==> src/rtl/morse_key_decoder_if.sv <==
// Signal bundle between the Morse key front end and the letter decoder.
// The decoder takes the slave side; whoever supplies key and ticks takes the master side.
interface morse_key_decoder_if #(
    parameter int MAX_SYMBOLS = 5
);
    logic                   tick_100ms;
    logic                   key;
    logic                   window_timeout;
    logic [MAX_SYMBOLS-1:0] sym_bits;
    logic [2:0]             sym_len;
    logic                   letter_valid;
    logic                   overflow;
    logic                   timed_out;
    logic                   busy;

    modport master (
        output tick_100ms, key, window_timeout,
        input  sym_bits, sym_len, letter_valid, overflow, timed_out, busy
    );

    modport slave (
        input  tick_100ms, key, window_timeout,
        output sym_bits, sym_len, letter_valid, overflow, timed_out, busy
    );
endinterface

==> src/rtl/morse_key_decoder.sv <==
// Turns a debounced Morse key into dot/dash letter codes timed by the 100 ms tick;
// an answer-window timeout forces out whatever letter is in progress.
module morse_key_decoder #(
    parameter int DASH_TICKS  = 3,
    parameter int GAP_TICKS   = 5,
    parameter int MAX_SYMBOLS = 5
) (
    input logic                clk,
    input logic                rst,
    morse_key_decoder_if.slave bus
);
    typedef enum logic [1:0] {
        IDLE    = 2'd0,
        PRESS   = 2'd1,
        RELEASE = 2'd2,
        HOLD    = 2'd3
    } state_t;

    localparam logic [3:0] DASH_CNT = 4'(DASH_TICKS);
    localparam logic [3:0] GAP_CNT  = 4'(GAP_TICKS);
    localparam logic [2:0] MAX_LEN  = 3'(MAX_SYMBOLS);

    function automatic logic [3:0] sat_inc(input logic [3:0] v);
        return (v == 4'hF) ? v : v + 4'd1;
    endfunction

    state_t                 state;
    state_t                 state_n;
    logic [3:0]             press_cnt;
    logic [3:0]             press_cnt_n;
    logic [3:0]             gap_cnt;
    logic [3:0]             gap_cnt_n;
    logic [MAX_SYMBOLS-1:0] acc_bits;
    logic [MAX_SYMBOLS-1:0] acc_bits_n;
    logic [2:0]             acc_len;
    logic [2:0]             acc_len_n;
    logic                   acc_ovf;
    logic                   acc_ovf_n;

    logic [MAX_SYMBOLS-1:0] commit_bits;
    logic [2:0]             commit_len;
    logic                   commit_ovf;

    logic                   emit;
    logic                   emit_to;
    logic [MAX_SYMBOLS-1:0] emit_bits;
    logic [2:0]             emit_len;
    logic                   emit_ovf;

    logic [MAX_SYMBOLS-1:0] sym_bits;
    logic [2:0]             sym_len;
    logic                   letter_valid;
    logic                   overflow;
    logic                   timed_out;

    // Accumulator contents as they would be once the current press is committed.
    always_comb begin
        commit_bits = acc_bits;
        commit_len  = acc_len;
        commit_ovf  = acc_ovf;
        if (acc_len < MAX_LEN) begin
            for (int i = 0; i < MAX_SYMBOLS; i++) begin
                if (3'(i) == acc_len) begin
                    commit_bits[i] = (press_cnt >= DASH_CNT);
                end
            end
            commit_len = acc_len + 3'd1;
        end else begin
            commit_ovf = 1'b1;
        end
    end

    always_comb begin
        state_n     = state;
        press_cnt_n = press_cnt;
        gap_cnt_n   = gap_cnt;
        acc_bits_n  = acc_bits;
        acc_len_n   = acc_len;
        acc_ovf_n   = acc_ovf;
        emit        = 1'b0;
        emit_to     = 1'b0;
        emit_bits   = acc_bits;
        emit_len    = acc_len;
        emit_ovf    = acc_ovf;

        // The window timeout outranks key and tick activity everywhere except HOLD.
        if (state != HOLD && bus.window_timeout) begin
            emit       = 1'b1;
            emit_to    = 1'b1;
            state_n    = IDLE;
            acc_bits_n = '0;
            acc_len_n  = '0;
            acc_ovf_n  = 1'b0;
            if (state == IDLE) begin
                emit_bits = '0;
                emit_len  = '0;
                emit_ovf  = 1'b0;
            end else if (state == PRESS) begin
                emit_bits = commit_bits;
                emit_len  = commit_len;
                emit_ovf  = commit_ovf;
                if (bus.key) begin
                    state_n = HOLD;
                end
            end
        end else begin
            case (state)
                IDLE: begin
                    if (bus.key) begin
                        state_n     = PRESS;
                        press_cnt_n = '0;
                        acc_bits_n  = '0;
                        acc_len_n   = '0;
                        acc_ovf_n   = 1'b0;
                    end
                end
                PRESS: begin
                    if (!bus.key) begin
                        state_n    = RELEASE;
                        gap_cnt_n  = '0;
                        acc_bits_n = commit_bits;
                        acc_len_n  = commit_len;
                        acc_ovf_n  = commit_ovf;
                    end else if (bus.tick_100ms) begin
                        press_cnt_n = sat_inc(press_cnt);
                    end
                end
                RELEASE: begin
                    if (bus.key) begin
                        state_n     = PRESS;
                        press_cnt_n = '0;
                    end else if (bus.tick_100ms) begin
                        gap_cnt_n = sat_inc(gap_cnt);
                        if (sat_inc(gap_cnt) >= GAP_CNT) begin
                            emit       = 1'b1;
                            state_n    = IDLE;
                            acc_bits_n = '0;
                            acc_len_n  = '0;
                            acc_ovf_n  = 1'b0;
                        end
                    end
                end
                HOLD: begin
                    if (!bus.key) begin
                        state_n = IDLE;
                    end
                end
                default: state_n = IDLE;
            endcase
        end
    end

    always_ff @(posedge clk) begin
        if (!rst) begin
            state     <= IDLE;
            press_cnt <= '0;
            gap_cnt   <= '0;
            acc_bits  <= '0;
            acc_len   <= '0;
            acc_ovf   <= 1'b0;
        end else begin
            state     <= state_n;
            press_cnt <= press_cnt_n;
            gap_cnt   <= gap_cnt_n;
            acc_bits  <= acc_bits_n;
            acc_len   <= acc_len_n;
            acc_ovf   <= acc_ovf_n;
        end
    end

    // Letter outputs hold their last value until the next emit.
    always_ff @(posedge clk) begin
        if (!rst) begin
            letter_valid <= 1'b0;
            sym_bits     <= '0;
            sym_len      <= '0;
            overflow     <= 1'b0;
            timed_out    <= 1'b0;
        end else begin
            letter_valid <= emit;
            if (emit) begin
                sym_bits  <= emit_bits;
                sym_len   <= emit_len;
                overflow  <= emit_ovf;
                timed_out <= emit_to;
            end
        end
    end

    assign bus.sym_bits     = sym_bits;
    assign bus.sym_len      = sym_len;
    assign bus.letter_valid = letter_valid;
    assign bus.overflow     = overflow;
    assign bus.timed_out    = timed_out;
    assign bus.busy         = (state != IDLE);
endmodule

==> src/flat_wrapper.sv <==
// flat-port wrapper written by rule: the top's interface ports become plain ports
module morse_key_decoder_flat 
#(
    parameter int DASH_TICKS  = 3,
    parameter int GAP_TICKS   = 5,
    parameter int MAX_SYMBOLS = 5
)
  (clk, rst, bus_tick_100ms, bus_key, bus_window_timeout, bus_sym_bits, bus_sym_len, bus_letter_valid, bus_overflow, bus_timed_out, bus_busy);
  morse_key_decoder_if #(.MAX_SYMBOLS(MAX_SYMBOLS)) bus_i ();
  input logic clk;
  input logic rst;
  input wire logic [$bits(bus_i.tick_100ms)-1:0] bus_tick_100ms;
  input wire logic [$bits(bus_i.key)-1:0] bus_key;
  input wire logic [$bits(bus_i.window_timeout)-1:0] bus_window_timeout;
  output wire logic [$bits(bus_i.sym_bits)-1:0] bus_sym_bits;
  output wire logic [$bits(bus_i.sym_len)-1:0] bus_sym_len;
  output wire logic [$bits(bus_i.letter_valid)-1:0] bus_letter_valid;
  output wire logic [$bits(bus_i.overflow)-1:0] bus_overflow;
  output wire logic [$bits(bus_i.timed_out)-1:0] bus_timed_out;
  output wire logic [$bits(bus_i.busy)-1:0] bus_busy;
  assign bus_i.tick_100ms = bus_tick_100ms;
  assign bus_i.key = bus_key;
  assign bus_i.window_timeout = bus_window_timeout;
  assign bus_sym_bits = bus_i.sym_bits;
  assign bus_sym_len = bus_i.sym_len;
  assign bus_letter_valid = bus_i.letter_valid;
  assign bus_overflow = bus_i.overflow;
  assign bus_timed_out = bus_i.timed_out;
  assign bus_busy = bus_i.busy;
  morse_key_decoder #(.DASH_TICKS(DASH_TICKS), .GAP_TICKS(GAP_TICKS), .MAX_SYMBOLS(MAX_SYMBOLS)) u_core (.clk(clk), .rst(rst), .bus(bus_i));
endmodule
==> config.mk <==
export PLATFORM = sky130hd
export DESIGN_NAME = morse_key_decoder_flat
export DESIGN_NICKNAME = d
export VERILOG_FILES = /design/src/rtl/morse_key_decoder_if.sv /design/src/rtl/morse_key_decoder.sv /design/src/flat_wrapper.sv
export SDC_FILE = /design/constraint.sdc
export NUM_CORES = 1
export LEC_CHECK = 0
export BUFFER_PORTS_ARGS = -buffer_cell sky130_fd_sc_hd__buf_2
export CORE_MARGIN = 2
export CORE_UTILIZATION = 26
export DETAILED_ROUTE_END_ITERATION = 10
export SLEW_MARGIN = 40
export SYNTH_ARGS = -nofsm -noshare
export SYNTH_HDL_FRONTEND = slang
export SYNTH_SLANG_ARGS = --single-unit
export TNS_END_PERCENT = 30
==> constraint.sdc <==
create_clock -name clk -period 2.5 [get_ports clk]
set_input_delay 0.25 -clock clk [delete_from_list [all_inputs] [get_ports clk]]
set_output_delay 0.25 -clock clk [all_outputs]
set_load 0.01 [all_outputs]
==> results.md <==
- The cell area after layout is 0.00211 mm².
- The layout cell share with drive strength beyond 1 is 16.9%.
- The worst register-to-register path begins at u_core.state[0].
- Counting every instance in the synthesized netlist gives 224.
- Summing the areas of all xor and xnor instances in the mapped netlist gives 0.477% of the synthesized area.
- The area of combinational cells with multiple inputs is 0.00111 mm².
- The global-route wire length before repair is 7390 µm.
- For the worst flop-to-flop path, the logic depth is 7.
- The post-route clock period utilization is 86.2%.
- Internal power comes to 836 µW.
- Once placement completed, the tool counted placed cells totaling 332.
- The filler cells instantiated in the layout total 724.
- The later pin in the worst-skew pair is clocked with a latency of 0.28 ns.
- At the pin with the least slew margin, the transition time is 0.503 ns.
- For met3 alone, demand over resource in global routing was 1.70%.
- After clock tree synthesis, the setup repair step added 0 buffers.
- The clock drives 30 sinks.
- In the global route stage, met1 resource usage came out at 15.7%.
- The power dissipated by switching net loads is 407 µW.
- The HPWL after detailed placement is 3070 µm.
- For this run, the slowest stage of the critical path takes 0.40 ns.
- The total setup violations reported at the end of the flow is 0.
- The most critical setup path has its endpoint at u_core.acc_bits[4].
- Counting flops with an async set or reset pin after synthesis yields a share of 0%.
- The post-synthesis instance area is 0.00183 mm².
- The root buffer cell is sky130_fd_sc_hd__clkbuf_8.
- The top flip-flop cell by instance count after synthesis is sky130_fd_sc_hd__dfxtp_1.
- In this run the worst path has a maximum fanout of 12.
- The worst register-to-register path has a setup slack of 0.34 ns.
- The design draws 1240 µW.
- The run finished with clean final reports.
- The critical path is of the register to register type.
- The synthesized area per cell is 8.19 µm².
- Once the floorplan was initialized, standard cells occupied 27.0% of the core.
- The number of cell rows is 30.
- The worst pin sits at a relative slew slack of 66.2%.
- The number of levels the H-tree was split into is 2.
- Gates resized during post-CTS repair numbered 0.
- The count of inserted antenna diode cells is 0.
- Yosys attributes the largest share of cell area to sky130_fd_sc_hd__dfxtp_1 (33%), sky130_fd_sc_hd__ha_1 (8.9%), sky130_fd_sc_hd__nor2_1 (4.9%).
- The die outline area is 0.00774 mm².
- STA classifies the critical path endpoint as a register.
- The number of slew-limit violations in the final report was 0.
- The final number of hold-violating endpoints is 0.
- The post-synthesis sequential area ratio is 32.7%.
- The floorplan die height is 88.0 µm.
- Summing the areas of all compound-gate instances in the mapped netlist gives 28.9% of the synthesized area.
- After synthesis the netlist holds a flip-flop and latch count of 30.
- For this design the top-level I/O count stands at 17.
- The number of nets handed over by synthesis was 242.
- The startpoint type of the worst setup path is a register.
- The dominant combinational cell family by area after synthesis is compound AO/OA/AOI/OAI gates.
- Summing all placed instances gives a cell area of 0.00203 mm².
- Counting the buffers created by CTS gives 5.
- The minimum period implied by the final worst setup slack is 2.16 ns.
- The tool flagged a number of max-cap violations equal to 0.
- The DRC marker count from the first detailed-route iteration is 81.
- The clock network accounts for 30.8% of the total power.
- The worst flop-to-flop path endpoint is u_core.acc_bits[4].
- Of the total synthesized cell area, the portion taken by full adders, half adders and majority gates is 8.87%.
- The combinational share of power is 27.7%.
- The met2 usage is 20.1%.
- The post-synthesis cell type count is 47.
- After synthesis, the largest area contributor takes up 32.7% of total cell area.
- The fraction of synthesized area in multiplexers is 1.36%.
- Excluding fillers, the count of instances in the completed layout stands at 338.
- For this run the aggregate overflow at the end of global routing stands at 0.
- The critical path goes through inv_1 -> ha_1 -> a211oi_1 -> o221ai_2 -> buf_4 -> nand3b_1 -> a21oi_1.
- The TritonCTS clock tree is done.
- The number of global-route vias before repair is 1606.
- The total negative slack is 0 ns.
- The total number of nets in the final design is 261.
- The synthesized netlist devotes 21.1% of its cell area to simple gates.
- The routed wire length is 4320 µm.
- Of the total power, the share spent switching nets is 32.7%.
- Setup repair after global routing left no endpoint under its margin.
- The standard cell with the maximum stage delay on the critical path is sky130_fd_sc_hd__dfxtp_1.
- The clock transition at the register clock pins on the worst setup and hold paths after CTS is 0.06 ns.
- The number of vias after detailed routing is 1670.
- The number of routed nets with antenna violations is 0.
- The buffer depth of the longest clock path is 2.
- The final core utilization is 31.1%.
- The share of total power dissipated in sequential elements is 41.5%.
- The busiest layer in global routing is met2.
- After clock tree synthesis, the flow added hold-fix buffers numbering 0.
- Of all cell types, the one taking the most synthesized area is sky130_fd_sc_hd__dfxtp_1.
- The initial antenna violation count was 0.
- The congestion estimate from routability-driven global placement came to 0.869.
- The core region is 0.00679 mm².
- The static leakage is 0.000800 µW.
- The endpoint required time on the critical path is 2.71 ns.
- For this run, the detailed router's first-pass iteration total came to 4.
- The min-delay analysis places its worst path in the category primary input to register.
- The count of buffers added on input and output ports is 16.
- The via density per instance is 4.94.
- The remaining routing DRC violations is 0.
- The Yosys step of the flow raised 0 warnings.
- The worst clock skew is 0.00571 ns.
- In this run, synthesis inferred 0 flip-flops with an integrated enable.
- The growth of design area from synthesis to finish is 15.2%.
- In this run the power density over the cells is 588 mW/mm².
- The highest attainable clock frequency is 0.464 GHz.
- The sequential cells in the finished layout cover a total of 601 µm².
- The launching instance or port of the critical path is u_core.state[0].
- The worst-case vdd ir drop is 0.381 mV.
- In the global route stage, overall resource usage came out at 12.0%.
- The horizontal die dimension is 88.0 µm.
- Data on the critical path arrives at its endpoint at 2.36 ns.
- The largest net degree at the start of global routing is 20.
- The routed wire length per instance is 12.8 µm.
## state kept, by name, summed over array words and instances, names as in the netlist
| name | flops |
|---|---|
| u_core.bus.sym_len | 3 |
| u_core.press_cnt | 4 |
| u_core.acc_len | 3 |
| u_core.bus.sym_bits | 5 |
| u_core.acc_bits | 5 |
| u_core.bus.timed_out | 1 |
| u_core.bus.overflow | 1 |
| u_core.bus.letter_valid | 1 |
| u_core.acc_ovf | 1 |
| u_core.state | 2 |
| u_core.gap_cnt | 4 |
## worst max-delay path, delay by kind of cell (launching register included)
family,cells,cell delay [ns]
AOI/OAI and AO/OA,3,0.85
adders and majority gates,1,0.34
buffers and inverters,2,0.35
DFF,1,0.40
and+or+nand+nor,1,0.15
## layer usage
| layer | up-vias | share of wire, % |
|---|---|---|
| met3 | 5 | 3.9 |
| met4 | 0 | 1.6 |
| li1 | 853 | - |
| met5 | - | 0 |
| met1 | 777 | 48 |
| met2 | 35 | 47 |
## metrics by stage
stage                     setup slack (ns)  hold WS (ns)
after CTS                            0.362         0.312
after floorplan                      0.674         0.449
after global routing                 0.172         0.313
after global placement               0.444         0.438
final                                0.344         0.315
after detailed placement             0.386         0.446
## kinds of logic after synthesis
| group | after synthesis |
|---|---|
| flops | 30 |
| buf+inv | 27 |
| mux | 2 |
| xor+xnor | 1 |
| simple gates | 79 |
| compound gates | 72 |
| fa+ha+maj | 13 |
## cell usage after synthesis, types with 5 or more instances
master	number
sky130_fd_sc_hd__a211oi_2	6
sky130_fd_sc_hd__a21oi_1	17
sky130_fd_sc_hd__a32oi_1	5
sky130_fd_sc_hd__and3_1	5
sky130_fd_sc_hd__clkbuf_1	9
sky130_fd_sc_hd__dfxtp_1	30
sky130_fd_sc_hd__ha_1	13
sky130_fd_sc_hd__inv_1	14
sky130_fd_sc_hd__nand2_1	14
sky130_fd_sc_hd__nand3_1	10
sky130_fd_sc_hd__nor2_1	24
sky130_fd_sc_hd__nor3_1	7
sky130_fd_sc_hd__o21ai_0	7
sky130_fd_sc_hd__o21ai_1	9
## layout by cell type (no fill, tap or decap), types with 8 or more instances in the layout
cell type / Yosys / routed
sky130_fd_sc_hd__nand2_1: 14 / 14
sky130_fd_sc_hd__dfxtp_1: 30 / 30
sky130_fd_sc_hd__a21oi_1: 17 / 17
sky130_fd_sc_hd__o21ai_1: 9 / 9
sky130_fd_sc_hd__buf_2: 0 / 16
sky130_fd_sc_hd__nand3_1: 10 / 10
sky130_fd_sc_hd__nor2_1: 24 / 24
sky130_fd_sc_hd__inv_1: 14 / 14
sky130_fd_sc_hd__ha_1: 13 / 13
sky130_fd_sc_hd__buf_4: 1 / 8
## power groups by stage
stage          sequential (µW)  combinational, µW  clock (µW)
2_1_floorplan              530                243           0
3_3_place_gp               527                337           0
3_5_place_dp               527                340           0
4_1_cts                    516                343         397
5_1_grt                    519                381         417
6_report                   516                344         383
## worst min-delay path by stage
stage,slack (ns),startpoint,to,depth (start not counted)
detailed placement,0.45,u_core.bus.sym_len[0],u_core.bus.sym_len[0],2
global route,0.31,rst,u_core.state[0],2
global placement,0.44,u_core.bus.sym_len[0],u_core.bus.sym_len[0],2
floorplan,0.45,u_core.press_cnt[1],u_core.press_cnt[1],2
finish,0.31,rst,u_core.state[0],2
CTS,0.31,rst,u_core.state[0],2
## final cells by class
class	instances	share of cell area, %
Sequential cell	30	28.4
Inverter	15	2.66
Multi-Input combinational cell	167	52.7
Clock buffer	6	3.91
Timing Repair Buffer	24	6.63
Tap cell	96	5.68
No activity file was read; power rests on OpenSTA's default activity.
